--- src/rtl/serial_adder_ctrl_pkg.sv ---
// Shared types and constants for the bit-serial adder controller.
package serial_adder_ctrl_pkg;

  localparam int unsigned WIDTH_DEFAULT = 8;

  typedef enum logic [1:0] {
    IDLE = 2'b00,
    RUN  = 2'b01,
    DONE = 2'b10
  } state_e;

endpackage

--- src/rtl/full_adder.sv ---
// Single-bit full adder built from two half adders and an OR for the carry.
module full_adder (
  input  logic a,
  input  logic b,
  input  logic cin,
  output logic s,
  output logic cout
);

  logic s1;
  logic c1;
  logic c2;

  half_adder u_ha0 (
    .a (a),
    .b (b),
    .s (s1),
    .c (c1)
  );

  half_adder u_ha1 (
    .a (s1),
    .b (cin),
    .s (s),
    .c (c2)
  );

  assign cout = c1 | c2;

endmodule

--- src/rtl/half_adder.sv ---
// Single-bit half adder cell.
module half_adder (
  input  logic a,
  input  logic b,
  output logic s,
  output logic c
);

  assign s = a ^ b;
  assign c = a & b;

endmodule

--- src/rtl/serial_adder_ctrl.sv ---
// Bit-serial adder: one full-adder cell per cycle, LSB first, IDLE/RUN/DONE control.
module serial_adder_ctrl
  import serial_adder_ctrl_pkg::*;
#(
  parameter int unsigned WIDTH = WIDTH_DEFAULT
) (
  input  logic             clk,
  input  logic             rst_n,
  input  logic             start,
  input  logic [WIDTH-1:0] op_a,
  input  logic [WIDTH-1:0] op_b,
  input  logic             cin,
  output logic             busy,
  output logic             done,
  output logic [WIDTH-1:0] sum,
  output logic             cout
);

  localparam int unsigned CNT_RAW = $clog2(WIDTH + 1);
  localparam int unsigned CNT_W   = (CNT_RAW < 1) ? 1 : CNT_RAW;
  localparam logic [CNT_W-1:0] CNT_LAST = CNT_W'(WIDTH - 1);

  state_e           state_q, state_d;
  logic [CNT_W-1:0] cnt_q, cnt_d;
  logic [WIDTH-1:0] a_q, a_d;
  logic [WIDTH-1:0] b_q, b_d;
  logic [WIDTH-1:0] sr_q, sr_d;
  logic [WIDTH-1:0] sum_q, sum_d;
  logic             carry_q, carry_d;
  logic             cout_q, cout_d;
  logic             busy_q, busy_d;
  logic             done_q, done_d;

  logic             fa_s;
  logic             fa_c;

  full_adder u_fa (
    .a    (a_q[0]),
    .b    (b_q[0]),
    .cin  (carry_q),
    .s    (fa_s),
    .cout (fa_c)
  );

  // State register
  always_ff @(posedge clk or negedge rst_n) begin
    if (!rst_n) begin
      state_q <= IDLE;
    end else begin
      state_q <= state_d;
    end
  end

  // Next-state logic
  always_comb begin
    state_d = state_q;
    case (state_q)
      IDLE:    if (start) state_d = RUN;
      RUN:     if (cnt_q == CNT_LAST) state_d = DONE;
      DONE:    state_d = IDLE;
      default: state_d = IDLE;
    endcase
  end

  // Datapath and status next values; the result register only updates on the final bit
  always_comb begin
    cnt_d   = cnt_q;
    a_d     = a_q;
    b_d     = b_q;
    sr_d    = sr_q;
    sum_d   = sum_q;
    carry_d = carry_q;
    cout_d  = cout_q;
    busy_d  = (state_d != IDLE);
    done_d  = (state_d == DONE);
    case (state_q)
      IDLE: begin
        if (start) begin
          a_d     = op_a;
          b_d     = op_b;
          carry_d = cin;
          cnt_d   = '0;
        end
      end
      RUN: begin
        a_d     = a_q >> 1;
        b_d     = b_q >> 1;
        sr_d    = (sr_q >> 1) | (WIDTH'(fa_s) << (WIDTH - 1));
        carry_d = fa_c;
        cnt_d   = cnt_q + CNT_W'(1);
        if (cnt_q == CNT_LAST) begin
          sum_d  = sr_d;
          cout_d = fa_c;
        end
      end
      default: ;
    endcase
  end

  // Datapath and output registers
  always_ff @(posedge clk or negedge rst_n) begin
    if (!rst_n) begin
      cnt_q   <= '0;
      a_q     <= '0;
      b_q     <= '0;
      sr_q    <= '0;
      sum_q   <= '0;
      carry_q <= 1'b0;
      cout_q  <= 1'b0;
      busy_q  <= 1'b0;
      done_q  <= 1'b0;
    end else begin
      cnt_q   <= cnt_d;
      a_q     <= a_d;
      b_q     <= b_d;
      sr_q    <= sr_d;
      sum_q   <= sum_d;
      carry_q <= carry_d;
      cout_q  <= cout_d;
      busy_q  <= busy_d;
      done_q  <= done_d;
    end
  end

  assign busy = busy_q;
  assign done = done_q;
  assign sum  = sum_q;
  assign cout = cout_q;

endmodule

--- config.mk ---
export PLATFORM = sky130hd
export DESIGN_NAME = serial_adder_ctrl
export DESIGN_NICKNAME = d
export VERILOG_FILES = /design/src/rtl/serial_adder_ctrl_pkg.sv /design/src/rtl/full_adder.sv /design/src/rtl/half_adder.sv /design/src/rtl/serial_adder_ctrl.sv
export SDC_FILE = /design/constraint.sdc
export NUM_CORES = 1
export LEC_CHECK = 0
export BUFFER_PORTS_ARGS = -buffer_cell sky130_fd_sc_hd__buf_2
export CAP_MARGIN = 20
export CORE_AREA = 2 2 73 75
export CTS_CLUSTER_SIZE = 10
export DETAILED_ROUTE_END_ITERATION = 10
export DIE_AREA = 0 0 75 77
export GPL_ROUTABILITY_DRIVEN = 1
export MAX_ROUTING_LAYER = met4
export PLACE_DENSITY_LB_ADDON = 0.3
export SLEW_MARGIN = 20
export SYNTH_ARGS = -nofsm -noshare
export SYNTH_HDL_FRONTEND = slang
export SYNTH_SLANG_ARGS = --single-unit
export TNS_END_PERCENT = 10
--- constraint.sdc ---
create_clock -name clk -period 1.8 [get_ports clk]
set_input_delay 0.27 -clock clk [delete_from_list [all_inputs] [get_ports clk]]
set_output_delay 0.27 -clock clk [all_outputs]
set_load 0.03 [all_outputs]
Word-level counts from Yosys, hierarchy flattened
Cells that the tools add are included.

Flip-flop bits (word level): 42. Input port bits: 20. Word-level logic and storage cells: 37.

Add/subtract/negate cells: 1. Equal/unequal tests: 4. Muxes and demuxes: 11. Bitwise operators: 6. Reduce and logical (&&, ||, !) cells: 5.

Operators with widths (count): 8-bit one-hot mux with 2 select lines (2); 8-bit two-way mux (2); 7-bit by 8-bit OR with 8-bit output (1); 4-bit one-hot mux with 2 select lines (1); 4-bit by 1-bit adder with 4-bit output, second input constant (1); 4-bit by 3-bit equality test with 1-bit output, second input constant (1); 2-bit two-way mux (2); 4-bit two-way mux (1); 2-bit one-hot mux with 2 select lines (1); 2-bit AND reduction (2); 2-bit nonzero test (2); 1-bit bitwise AND (2); 2-bit by 1-bit equality test with 1-bit output, second input constant (1); 2-bit equality test, second input constant (1); 2-bit zero test (1); 2-bit != test, second input constant (1); 1-bit one-hot mux with 2 select lines (1); 1-bit bitwise XOR (2); 1-bit two-way mux (1); 1-bit OR (1).

Longest topological paths before layout
Depth in word-level cells: 4. Depth in mapped cells: 5.

By module
From an unflattened synthesis, not the netlist that was laid out.

Cells, all modules: 158. Area total of the unflattened synthesis: 1906.8 um2.

Modules (own cells, without submodules): serial_adder_ctrl (times used 1, cells an instance 155, area an instance 1875.5 um2, sequential area each 1026.0 um2); half_adder (times used 2, cells an instance 1, area an instance 12.5 um2, sequential area each 0.0 um2); full_adder (times used 1, cells an instance 1, area an instance 6.3 um2, sequential area each 0.0 um2).

Least setup slack after synthesis
No wires, ideal clock.

Path kind: register to register. Start point: register cnt_q[0]. End point: register cout_q (netlist: cout). Library setup time: 0.125 ns. Arrival: 1.297 ns. Setup slack: 0.379 ns. Cell stages (with the launch flop): 5. Path buffers: 0. Cell sequence: dfrtp_1 -> ha_1 -> nand4b_2 -> nor2_4 -> mux2_2.

Longest elaborated chain between the ends: 2.

RTL lines: start: declaration (RTL line serial_adder_ctrl.sv:24) `logic [CNT_W-1:0] cnt_q, cnt_d;`; start signal: assignment (RTL line serial_adder_ctrl.sv:113) `cnt_q <= cnt_d;`; 4-bit by 3-bit equality test with 1-bit output (RTL line serial_adder_ctrl.sv:91) `if (cnt_q == CNT_LAST) begin`; 2-bit AND reduction (no line); end signal: assignment (RTL line serial_adder_ctrl.sv:119) `cout_q <= cout_d;`; end: declaration (RTL line serial_adder_ctrl.sv:30) `logic cout_q, cout_d;`.

No other way between the ends. A chain may end at the register's enable or synchronous reset.

Worst setup path in the final report
Start point: register cnt_q[0]. End point: register sum_q[1] (netlist: sum[1]).

Longest elaborated chain between the ends: 2.

RTL lines: 4-bit by 3-bit equality test with 1-bit output (RTL line serial_adder_ctrl.sv:91); 2-bit AND reduction (no line); end signal: assignment (RTL line serial_adder_ctrl.sv:117) `sum_q <= sum_d;`; end: declaration (RTL line serial_adder_ctrl.sv:28) `logic [WIDTH-1:0] sum_q, sum_d;`.

No other way between the ends.

==> metrics.txt <==
outcome completed; cells after synthesis approximately 160; post-route met1 wirelength about 1600 um; setup repair after global routing missed its margin no; number of buffers inserted during clock tree synthesis 5; overall die height roughly 77 um; clock period minus final worst setup slack roughly 1.6 ns; antenna fix cells 0; startpoint types register; final worst-path cycle share 86.69%; worst hold path startpoint op_a[6]; topmost layer with routed signal wires met4; primary flip-flop cell chosen by synthesis mapping dfrtp_1; cell-by-cell trace of the critical path ha_1 -> nand4b_2 -> nor2_4 -> mux2_2; fraction of synthesis flops using an asynchronous set or reset pin 100.0%; final setup vio count 0; final non-filler cell total between 200 and 300; number of top-level pins 31; cell with the biggest individual delay on the critical path dfrtp_1; overall power 3.457 mW; number of warning messages in the yosys log 0; Worst-path clk slew approximately 0.080 ns; metal2 WL 1508 um; wire length of the first global-routing pass a little under 6000 um; vias in the first global route 1289; final antenna-violating net count 0; clock latency on the worst-skew pair between 0.2 and 0.3 ns; maximum vdd drop 0.7130 mV; total met3 wirelength after detailed routing ~190 um; number of buffers added on ports 30; x dimension of the die between 70 and 80 um; Floorplan Core Area roughly 5000 sq um; antenna violations before repair 0; EDFF count, synth 0; startpoint of the worst register-to-register path cnt_q[0]; routed length per instance roughly 12 um; Post CTS Setup Buffer Count 0; cell count after placement ~260; total vias in the final route between 1000 and 1500; final-report hold violation count 0; placer's final routability congestion estimate between 0.7 and 0.8; root buffer cell clkbuf_8; crit path capture type register; worst rel slew slack between 60 and 70%; biggest area consumer among synthesized cells dfrtp_1; final instance area roughly 2100 sq um; highest clock frequency the design can meet between 600 and 700 MHz; Post-DP Area 1972 sq um; number of placement rows 26; total leakage power a little over 1 nW; register area share after synthesis around 60%; Synth Net Count 178; number of max-capacitance violations reported 0; number of filler instances in the final layout 493; via density per instance 4.647; total congestion overflow 0; Initial DRT Pass Iterations 4; register bit total from synthesis 41; Max stage delay on crit path between 0.4 and 0.5 ns; crit path from cnt_q[0]; Die Footprint between 5000 and 6000 sq um; power density of the placed cells approximately 1600 nW/um^2; clock buffer depth 2; CP Data Required Time ~2.0 ns; Post-Syn Area per Cell between 10 and 15 sq um; total wirelength of the detailed-routed design between 3000 and 4000 um; H-tree level count 2; pin count of the biggest net entering global routing 21; # DRC 0; Bufs and invs on worst path 0; Layout area overhead 24.16%; count of hold-fix buffers inserted at cts 1; Initial Util 34.24%; max-slew violation count 0; top cell type's share of synthesized area roughly 60%; largest fanout on the critical path 10; worst setup skew after layout between 0.008 and 0.009 ns; share of cells above drive strength 1 between 30% and 40%; post-cts gate resize count 0; Synth cell types 25; kind of path behind the tightest hold check in -> reg; CP top delay family simple AND/OR/NAND/NOR gates; transition time of the tightest slew-check pin about 0.46 ns; Post-Route Setup TNS 0 ns; ranking of synthesized cells by area dfrtp_1 (60%), nand2_1 (9.0%), a22oi_1 (6.6%); ranking of synthesized cells by instance count dfrtp_1 (41), nand2_1 (41), o21ai_0 (17); number of nets in the layout ~220; hpwl dp roughly 2300 um; Critical Setup Path Class reg -> reg; TritonCTS clock tree done; data arrival time of the critical path ~1.7 ns; area of the mapped netlist 1704 sq um; sinks on the clock net between 40 and 50; Detailed Route Iter0 Violations 65; total routing resource utilization after global routing 13.21%
==> power breakdown <==
part	switching, mW	internal, mW	total (mW)
Combinational	0.635	0.458	1.09
Sequential	0.228	1.27	1.50
Clock	0.315	0.551	0.866
==> final cells by class <==
| cell class | instances | area (sq um) | area share (%) |
|---|---|---|---|
| repair buffers | 41 | 235.2 | 11.12 |
| flip-flops and latches | 41 | 1026 | 48.49 |
| clock inverters | 3 | 65.06 | 3.075 |
| well taps | 70 | 87.58 | 4.140 |
| clock buffers | 5 | 68.82 | 3.253 |
| multi-input cells | 105 | 629.4 | 29.75 |
| inverters | 1 | 3.754 | 0.1774 |
==> worst reg2reg max path: cells and delay by family (launching register included) <==
family,cells,cell delay [ns]
fa+ha+maj,1,0.22
mux,1,0.37
simple gates,2,0.45
flops,1,0.41
==> per-layer routing <==
| metal | track usage (%) | vias to the layer above |
|---|---|---|
| met5 | - | - |
| met4 | 2.679 | 0 |
| met3 | 4.074 | 2 |
| met2 | 19.39 | 29 |
| met1 | 18.10 | 591 |
| li1 | - | 614 |
==> stage by stage <==
stage | hold slack (ns) | util (%) | worst slack, ns
3_3_place_gp | 0.2459 | 39.62 | 0.2796
3_5_place_dp | 0.2443 | 39.62 | 0.2350
6_report | 0.2516 | 42.51 | 0.2396
4_1_cts | 0.2472 | 42.51 | 0.2181
2_1_floorplan | -0.02559 | - | 0.3785
5_1_grt | 0.2813 | 42.51 | 0.1141
==> layout by cell type (no fill, tap or decap) <==
cell type / n
nand2_1: 41
dfrtp_1: 41
buf_2: 30
o21ai_0: 17
a22oi_1: 15
buf_4: 10
mux2_2: 9
nor2b_1: 5
clkbuf_8: 5
o21ai_1: 3
a21oi_1: 2
bufinv_16: 2
nand4b_2: 1
nor2_4: 1
o21bai_1: 1
inv_1: 1
nor2_1: 1
nand2b_1: 1
and2b_1: 1
nand3_1: 1
a41oi_1: 1
a31oi_1: 1
nor3b_1: 1
a22o_1: 1
fa_1: 1
ha_1: 1
clkinv_2: 1
dlygate4sd3_1: 1
==> registers in the layout, indices dropped and copies added, names as in the netlist, 2 cells and up <==
name / cells
a_q: 8
b_q: 8
sum: 8
sr_q: 7
cnt_q: 4
state_q: 2
==> cells by family after synthesis <==
family	share of synthesized area [%]
AO/OA/AOI/OAI	14.90
adder cells (fa/ha/maj)	1.909
buffers and inverters	2.864
flip-flops	60.21
multiplexers	5.947
AND/OR/NAND/NOR	14.17
==> worst paths after layout <==
kind | slack, ns | cells past startpoint | endpoint
min in group asynchronous | 0.46 | 2 | state_q[0]
hold reg to reg | 0.48 | 2 | b_q[3]
setup / recovery | 0.24 | 4 | sum[1]
max in group asynchronous | 0.81 | 3 | sum[1]
hold / removal | 0.25 | 3 | a_q[6]
setup reg to reg | 0.24 | 4 | sum[1]
Note: power is estimated with default switching activity, not from simulation.
